## src/rtl/ps2_host_tx.sv

```systemverilog
// PS/2 host-to-device transmitter: inhibit, request-to-send, 8 data + odd parity + stop, ACK check.
// Optional macro PS2TX_GLITCH_FILTER_EN: a device clock fall needs 8 consecutive low samples.
module ps2_host_tx #(
    parameter int unsigned sysclk_frequency = 1250,
    parameter int unsigned inhibit_us       = 100,
    parameter int unsigned timeout_ms       = 15
) (
    input  logic       clk,
    input  logic       reset_in,
    input  logic       ps2_clk_in,
    input  logic       ps2_dat_in,
    output logic       ps2_clk_oe,
    output logic       ps2_dat_oe,
    input  logic [7:0] tx_data,
    input  logic       tx_valid,
    output logic       tx_ready,
    output logic       busy,
    output logic       tx_done,
    output logic       tx_error
);

    localparam int unsigned N_INH = sysclk_frequency * inhibit_us / 10;
    localparam int unsigned N_TO  = sysclk_frequency * timeout_ms * 100;
    localparam int unsigned N_MAX = (N_INH > N_TO) ? N_INH : N_TO;
    localparam int unsigned CW    = $clog2(N_MAX + 1);

    localparam logic [CW-1:0] INH_LAST = CW'(N_INH - 2);
    localparam logic [CW-1:0] TO_LAST  = CW'(N_TO - 1);
    localparam logic [CW-1:0] ONE      = CW'(1);

    typedef enum logic [2:0] {
        S_IDLE,
        S_INHIBIT,
        S_INH_REL,
        S_RTS,
        S_DATA,
        S_PARITY,
        S_ACK,
        S_WAIT_IDLE
    } state_t;

    state_t        state_q, state_d;
    logic [8:0]    shift_q, shift_d;
    logic [3:0]    bitcnt_q, bitcnt_d;
    logic [CW-1:0] cnt_q, cnt_d;
    logic          clk_oe_q, clk_oe_d;
    logic          dat_oe_q, dat_oe_d;
    logic          nack_q, nack_d;
    logic          done_q, done_d;
    logic          error_q, error_d;

    logic clk_s1_q, clk_s2_q;
    logic dat_s1_q, dat_s2_q;
    logic fall;
    logic watching;
    logic timed_out;

    // Synchronisers reset to the idle (released) bus level so reset never looks like a fall.
    always_ff @(posedge clk or negedge reset_in) begin
        if (!reset_in) begin
            clk_s1_q <= 1'b1;
            clk_s2_q <= 1'b1;
            dat_s1_q <= 1'b1;
            dat_s2_q <= 1'b1;
        end else begin
            clk_s1_q <= ps2_clk_in;
            clk_s2_q <= clk_s1_q;
            dat_s1_q <= ps2_dat_in;
            dat_s2_q <= dat_s1_q;
        end
    end

`ifdef PS2TX_GLITCH_FILTER_EN
    logic [2:0] lo_cnt_q;
    logic       armed_q;

    always_ff @(posedge clk or negedge reset_in) begin
        if (!reset_in) begin
            lo_cnt_q <= '0;
            armed_q  <= 1'b0;
        end else if (clk_s2_q) begin
            lo_cnt_q <= '0;
            armed_q  <= 1'b1;
        end else if (armed_q) begin
            if (lo_cnt_q == 3'd7) begin
                armed_q <= 1'b0;
            end else begin
                lo_cnt_q <= lo_cnt_q + 3'd1;
            end
        end
    end

    assign fall = armed_q & ~clk_s2_q & (lo_cnt_q == 3'd7);
`else
    logic clk_prev_q;

    always_ff @(posedge clk or negedge reset_in) begin
        if (!reset_in) begin
            clk_prev_q <= 1'b1;
        end else begin
            clk_prev_q <= clk_s2_q;
        end
    end

    assign fall = clk_prev_q & ~clk_s2_q;
`endif

    always_ff @(posedge clk or negedge reset_in) begin
        if (!reset_in) begin
            state_q  <= S_IDLE;
            shift_q  <= '0;
            bitcnt_q <= '0;
            cnt_q    <= '0;
            clk_oe_q <= 1'b0;
            dat_oe_q <= 1'b0;
            nack_q   <= 1'b0;
            done_q   <= 1'b0;
            error_q  <= 1'b0;
        end else begin
            state_q  <= state_d;
            shift_q  <= shift_d;
            bitcnt_q <= bitcnt_d;
            cnt_q    <= cnt_d;
            clk_oe_q <= clk_oe_d;
            dat_oe_q <= dat_oe_d;
            nack_q   <= nack_d;
            done_q   <= done_d;
            error_q  <= error_d;
        end
    end

    assign watching  = (state_q == S_RTS) || (state_q == S_DATA) || (state_q == S_PARITY) ||
                       (state_q == S_ACK) || (state_q == S_WAIT_IDLE);
    assign timed_out = !fall && (cnt_q == TO_LAST);

    always_comb begin
        state_d  = state_q;
        shift_d  = shift_q;
        bitcnt_d = bitcnt_q;
        cnt_d    = cnt_q;
        clk_oe_d = clk_oe_q;
        dat_oe_d = dat_oe_q;
        nack_d   = nack_q;
        done_d   = 1'b0;
        error_d  = 1'b0;

        if (watching) begin
            cnt_d = fall ? '0 : cnt_q + ONE;
        end

        unique case (state_q)
            S_IDLE: begin
                if (tx_valid) begin
                    shift_d  = {~^tx_data, tx_data};
                    bitcnt_d = '0;
                    cnt_d    = '0;
                    clk_oe_d = 1'b1;
                    dat_oe_d = 1'b0;
                    state_d  = S_INHIBIT;
                end
            end
            S_INHIBIT: begin
                dat_oe_d = 1'b0;
                if (cnt_q == INH_LAST) begin
                    dat_oe_d = 1'b1;
                    cnt_d    = '0;
                    state_d  = S_INH_REL;
                end else begin
                    cnt_d = cnt_q + ONE;
                end
            end
            S_INH_REL: begin
                clk_oe_d = 1'b0;
                cnt_d    = '0;
                state_d  = S_RTS;
            end
            S_RTS, S_DATA: begin
                if (fall) begin
                    dat_oe_d = ~shift_q[0];
                    shift_d  = {1'b0, shift_q[8:1]};
                    bitcnt_d = bitcnt_q + 4'd1;
                    if (state_q == S_RTS) begin
                        state_d = S_DATA;
                    end else if (bitcnt_q == 4'd8) begin
                        state_d = S_PARITY;
                    end
                end
            end
            S_PARITY: begin
                if (fall) begin
                    dat_oe_d = 1'b0;
                    state_d  = S_ACK;
                end
            end
            S_ACK: begin
                if (fall) begin
                    nack_d  = dat_s2_q;
                    state_d = S_WAIT_IDLE;
                end
            end
            S_WAIT_IDLE: begin
                if (clk_s2_q && dat_s2_q) begin
                    done_d  = ~nack_q;
                    error_d = nack_q;
                    state_d = S_IDLE;
                end
            end
            default: state_d = S_IDLE;
        endcase

        // Timeout applies only when this cycle made no progress (no fall, no bus-idle completion).
        if (watching && timed_out && (state_d == state_q)) begin
            clk_oe_d = 1'b0;
            dat_oe_d = 1'b0;
            error_d  = 1'b1;
            done_d   = 1'b0;
            state_d  = S_IDLE;
        end
    end

    assign ps2_clk_oe = clk_oe_q;
    assign ps2_dat_oe = dat_oe_q;
    assign tx_ready   = (state_q == S_IDLE);
    assign busy       = (state_q != S_IDLE);
    assign tx_done    = done_q;
    assign tx_error   = error_q;

endmodule

```

## config.mk

```make
export PLATFORM = sky130hd
export DESIGN_NAME = ps2_host_tx
export DESIGN_NICKNAME = d
export VERILOG_FILES = /design/src/rtl/ps2_host_tx.sv
export SDC_FILE = /design/constraint.sdc
export NUM_CORES = 1
export LEC_CHECK = 0
export ABC_AREA = 1
export CAP_MARGIN = 40
export CORE_ASPECT_RATIO = 1.2
export CORE_MARGIN = 3
export CORE_UTILIZATION = 50
export DETAILED_ROUTE_END_ITERATION = 8
export HOLD_SLACK_MARGIN = 0.03
export PLACE_DENSITY_LB_ADDON = 0.3
export SETUP_SLACK_MARGIN = 0.5
export SKIP_CTS_REPAIR_TIMING = 1
export SYNTH_ARGS = -nofsm -noshare
export SYNTH_HDL_FRONTEND = slang
export SYNTH_SLANG_ARGS = --single-unit
```

## constraint.sdc

```tcl
create_clock -name clk -period 1.9 [get_ports clk]
set_input_delay 0.19 -clock clk [delete_from_list [all_inputs] [get_ports clk]]
set_output_delay 0.19 -clock clk [all_outputs]
set_load 0.02 [all_outputs]
```

Yosys cells after proc, flatten, opt, wreduce, memory -nomap -nowiden:

Cells that the tools add are included.

* input port bits: 13
* register bits: 47

* bitwise gates (word level): 4
* mux-type cells: 36
* reductions and logical operators: 20
* add/subtract/negate cells: 2
* equality and inequality tests: 16

Operators by type and width (number)
* 2-to-1 mux 21 bit: 4
* one-hot mux 21 bit (3 select lines): 1
* 2-to-1 mux 3 bit: 9
* adder 21 x 1 -> 21 bit, second input constant: 1
* equality test 21 x 14 -> 1 bit, second input constant: 1
* equality test 21 bit, second input constant: 1
* one-hot mux 3 bit (7 select lines): 1
* 2-to-1 mux 9 bit: 2
* one-hot mux 9 bit (2 select lines): 1
* 2-to-1 mux 1 bit: 13
* equality test 3 bit, second input constant: 4
* 2-to-1 mux 4 bit: 2
* one-hot mux 4 bit (2 select lines): 1
* XNOR reduction 8 bit: 1
* equality test 3 x 2 -> 1 bit, second input constant: 2
* != test 3 x 2 -> 1 bit, second input constant: 2
* nonzero test 3 bit: 2
* nonzero test 5 bit: 1
* adder 4 x 1 -> 4 bit, second input constant: 1
* equality test 4 bit, second input constant: 1
* logical AND 1 bit: 4
* logical OR 1 bit: 4
* != test 2 bit, second input constant: 2
* one-hot mux 1 bit (4 select lines): 1
* other kinds (13): 16

Depth between registers and ports, before layout:

* depth after elaboration: 9
* depth in mapped cells: 10
* mapped depth without buffers: 10

Worst setup path after synthesis:

OpenSTA, ideal clock, no wires.

* path type: register to register
* from: register state_q[2]
* to: register cnt_q[12]
* buffers on the path: 2
* period minus slack after synthesis: 1513 ps
* cell stages (with the launch flop): 10
* data arrival time: 1444 ps
* data required time: 1832 ps
* setup slack: 387 ps
* path through: dfrtp_1 -> buf_4 -> inv_2 -> nand2_2 -> inv_1 -> nand2_2 -> inv_1 -> buf_6 -> nand2_1 -> nand3_1

RTL lines
* start: declaration: RTL line 42 `state_t state_q, state_d;`
* start signal: assignment: RTL line 120 `state_q <= state_d;`
* zero test 3 bit
* net tx_ready: RTL line 16 `output logic tx_ready,`
* one-hot mux 21 bit (3 select lines): RTL line 151 `unique case (state_q)`
* net cnt_d[12]: RTL line 45 `logic [CW-1:0] cnt_q, cnt_d;`
* end signal: assignment: RTL line 123 `cnt_q <= cnt_d;`
* end: declaration: RTL line 45

The timed path passes the listed nets, and every way through them passes these cells.
A chain may end at the register's enable or synchronous reset.

Worst setup path in the final report:

* from: register state_q[0]
* to: register state_q[1]

* word-level cells in the longest chain between the ends: 8

RTL lines
* branches (longest 7 deep; another with one-hot mux 3 bit (7 select lines))
* 2-to-1 mux 3 bit *: RTL line 212 `if (watching && timed_out && (state_d == state_q)) begin`
* net state_d[1]: RTL line 42

Mark *: on every way through the listed nets, which the timed path passes.

==> results.py <==
metrics = {
    "outcome": {
        "status": "finished, final reports clean",
    },
    "critical_path": {
        "rr_startpoint": "state_q[0]",
        "critPathArrivalTime_ns": 1.84,
        "critPathCapture": "state_q[1]",
        "cpPeakStageDelay_ns": 0.46,
        "critPathTopFamily": "simple AND/OR/NAND/NOR gates",
        "r2r_end": "state_q[1]",
        "reg2reg_slack_ns": 0.28,
        "slowest_stage": "dfrtp_2",
        "cp_num_buf_inv": 1,
        "crit_path_end_kind": "register",
        "reg2reg_depth": 7,
        "path_depth": 7,
        "start_kind": "register",
        "cp_max_fo": 6,
        "path_class": "register to register",
        "critPathLaunch": "state_q[0]",
        "critPathRequiredTime_ns": 2.11,
        "cp_cell_sequence": "nand2_2 -> nand2_4 -> nand3_1 -> nor4_4 -> nand3_2 -> nand2_1 -> inv_1",
    },
    "power_and_ir_drop": {
        "powerDensity_nw_per_um2": 790.6,
        "share_seq_of_total_power": 0.391,
        "internal_power_mw": 2.022,
        "leakage_nw": 1.911,
        "clock_power_share": 0.239,
        "p_comb_frac": 0.370,
        "peakVddDrop_uv": 622.4,
        "p_switching_mw": 1.171,
        "fin_total_pwr_mw": 3.193,
        "switching_share": 0.3667,
    },
    "grt": {
        "grt_use_total": 0.2143,
        "grt_overflow": 0,
        "grt_pass1_wl_um": 11180,
        "grt_max_degree": 32,
        "antenna_found_initial": 0,
        "grt_pass1_vias": 2523,
    },
    "timing": {
        "fmax_ghz": 0.6162,
        "final_hold_viol_count": 0,
        "clock_skew_ns": 0.006511,
        "slew_viol_final": 0,
        "fin_setup_tns_ns": 0,
        "setup_ws_ns": 0.2770,
        "finalSetupViolCount": 0,
        "tightest_slew_ns": 0.4430,
        "fin_crit_sh": 0.8542,
        "min_period_ns": 1.623,
        "grt_setup_unrepaired": "yes",
        "maxSlewHeadroom": 0.7047,
    },
    "route": {
        "drt-initial-drc-count": 341,
        "viasPerCell": 5.652,
        "dr.pass1.iters": 5,
        "ant_nets": 0,
        "wirelength_um": 8494,
        "routedWlPerCell_um": 16.09,
        "vias": 2984,
        "drc": 0,
    },
    "placement": {
        "gp_congestion": 0.9376,
        "portBuffers": 18,
        "dp_slack_ns": 0.2480,
        "postPlaceCellArea_sq_um": 3171,
        "dp_cells": 476,
        "dp_hpwl_um": 4799,
    },
    "logic_synthesis": {
        "synthCells": 399,
        "ys_ff_latch": 47,
        "synth_seq_area_share": 0.4080,
        "synth_ff_type": "dfrtp_1",
        "syn_nets": 416,
        "avgSynthCellArea_sq_um": 7.263,
        "synth_common_cells": "nand2_1 (118), nor2_1 (53), inv_1 (44), dfrtp_1 (42), nand3_1 (36)",
        "synth_mux_area_frac": 0,
        "synth-compound-area-share": 0.06304,
        "ys_async_sr_fraction": 1.000,
        "synth_fa_ha_area_frac": 0.01727,
        "syn_area_sq_um": 2898,
        "synth_top_family_by_area": "simple AND/OR/NAND/NOR gates",
        "netlist.area_leader.share": 0.3627,
        "ys_warn_count": 0,
        "yosysTopAreaCell": "dfrtp_1",
        "yosys.cell_count.top_type": "nand2_1",
        "synth.distinct_cells": 32,
        "synth-edff-count": 0,
        "synth-simple-area-share": 0.3752,
        "ys_top_cells_by_area": "dfrtp_1 (36%), nand2_1 (15%), nor2_1 (6.9%), nand3_1 (6.2%), inv_1 (5.7%)",
        "synth_xor_area_frac": 0.05440,
    },
    "clocking": {
        "cts_sinks": 47,
        "cts_tree": "yes",
        "clkTransAtPathRegs_ns": 0.09,
        "h-tree-depth": 2,
        "numCtsBuffers": 5,
        "clk_path_buf_depth": 2,
        "clk_latency_ns": 0.31,
        "cts-root-buf": "clkbuf_8",
    },
    "final_layout": {
        "design_area_sq_um": 4039,
        "areaGrowthSynthToFinish_pct": 39.38,
        "fin_nets": 482,
        "drive_above_1_share": 0.3541,
        "antenna_cells": 0,
        "fin_cells": 528,
        "fill_cells": 355,
    },
    "die": {
        "die_width_um": 75.50,
        "ios": 19,
        "coreArea_sq_um": 5443,
        "die_h_um": 89.40,
        "rows": 29,
        "start_util": 0.5324,
        "die-area_sq_um": 6749,
    },
    "min_path": {
        "hp-class": "input port to register",
    },
    "flow_run": {
        "drv_cap": 0,
    },
}
[through the flow]
| stage | hold slack, ns | util |
|---|---|---|
| after floorplan | -0.1056 | - |
| after global placement | 0.1484 | 0.5825 |
| after detailed placement | 0.1486 | 0.5825 |
| after CTS | -0.1860 | 0.6028 |
| after global routing | 0.2807 | 0.7421 |
| final | 0.2762 | 0.7421 |
[registers in the layout, summed over array words and instances (netlist names)]
register    flops
bitcnt_q        4
clk_prev_q      1
clk_s1_q        1
clk_s2_q        1
cnt_q          21
dat_s1_q        1
dat_s2_q        1
nack_q          1
ps2_clk_oe      1
ps2_dat_oe      1
shift_q         9
state_q         3
tx_done         1
tx_error        1
[power groups by stage]
stage                     Sequential [mW]  Clock (mW)  Combinational, mW
after detailed placement             1.25           0              0.711
after CTS                            1.23       0.765              0.713
after global routing                 1.27       0.812               1.26
after floorplan                      1.23           0              0.540
after global placement               1.25           0              0.694
final                                1.25       0.762               1.18
[per-layer routing]
metal,share of wire,track usage
met3,0.062,0.03937
met1,0.39,0.2680
met4,0.043,0.1049
met2,0.51,0.3519
met5,0,0
[worst reg2reg max path, cell delays in order, from the launching register on]
cell and delay [ns]:
dfrtp_2 0.46, nand2_2 0.11, nand2_4 0.10, nand3_1 0.15, nor4_4 0.37, nand3_2 0.19
nand2_1 0.11, inv_1 0.04
[kinds of logic after synthesis]
group           Yosys count
simple gates            242
xor+xnor                 18
fa+ha+maj                 4
buf+inv                  55
compound gates           33
flops                    47
[placed cells by master (no fill, tap or decap), types with 9 or more instances in the layout]
cell / n
clkdlybuf4s50_1: 11
nand3_2: 9
nand2_1: 91
nor2_2: 9
dfrtp_2: 13
nor2_4: 10
dfrtp_1: 29
nor2_1: 38
xor2_1: 11
a31oi_1: 9
nand2_2: 20
o21ai_0: 9
inv_2: 10
nand2_4: 13
nand3_1: 27
buf_4: 37
inv_1: 34
[layout make-up]
type | instances | area, sq um | share of cell area
Multi-Input combinational cell | 299 | 1871 | 0.4631
Sequential cell | 47 | 1199 | 0.2968
Timing Repair Buffer | 62 | 560.5 | 0.1388
Inverter | 49 | 212.7 | 0.05266
Tap cell | 62 | 77.57 | 0.01921
Clock buffer | 6 | 72.57 | 0.01797
Clock inverter | 2 | 37.54 | 0.009294
Timing Repair inverter | 1 | 8.758 | 0.002169
[worst min-delay path by stage]
stage                     startpoint     endpoint  slack (ns)  depth (start not counted)
after floorplan             reset_in  bitcnt_q[0]       -0.11                          0
after global placement      reset_in     cnt_q[1]        0.15                          1
after detailed placement    reset_in     cnt_q[1]        0.15                          1
after CTS                   reset_in    cnt_q[17]       -0.19                          1
after global routing      ps2_clk_in     clk_s1_q        0.28                          1
final                     ps2_dat_in     dat_s1_q        0.28                          1
No activity file was read; power rests on OpenSTA's default activity.
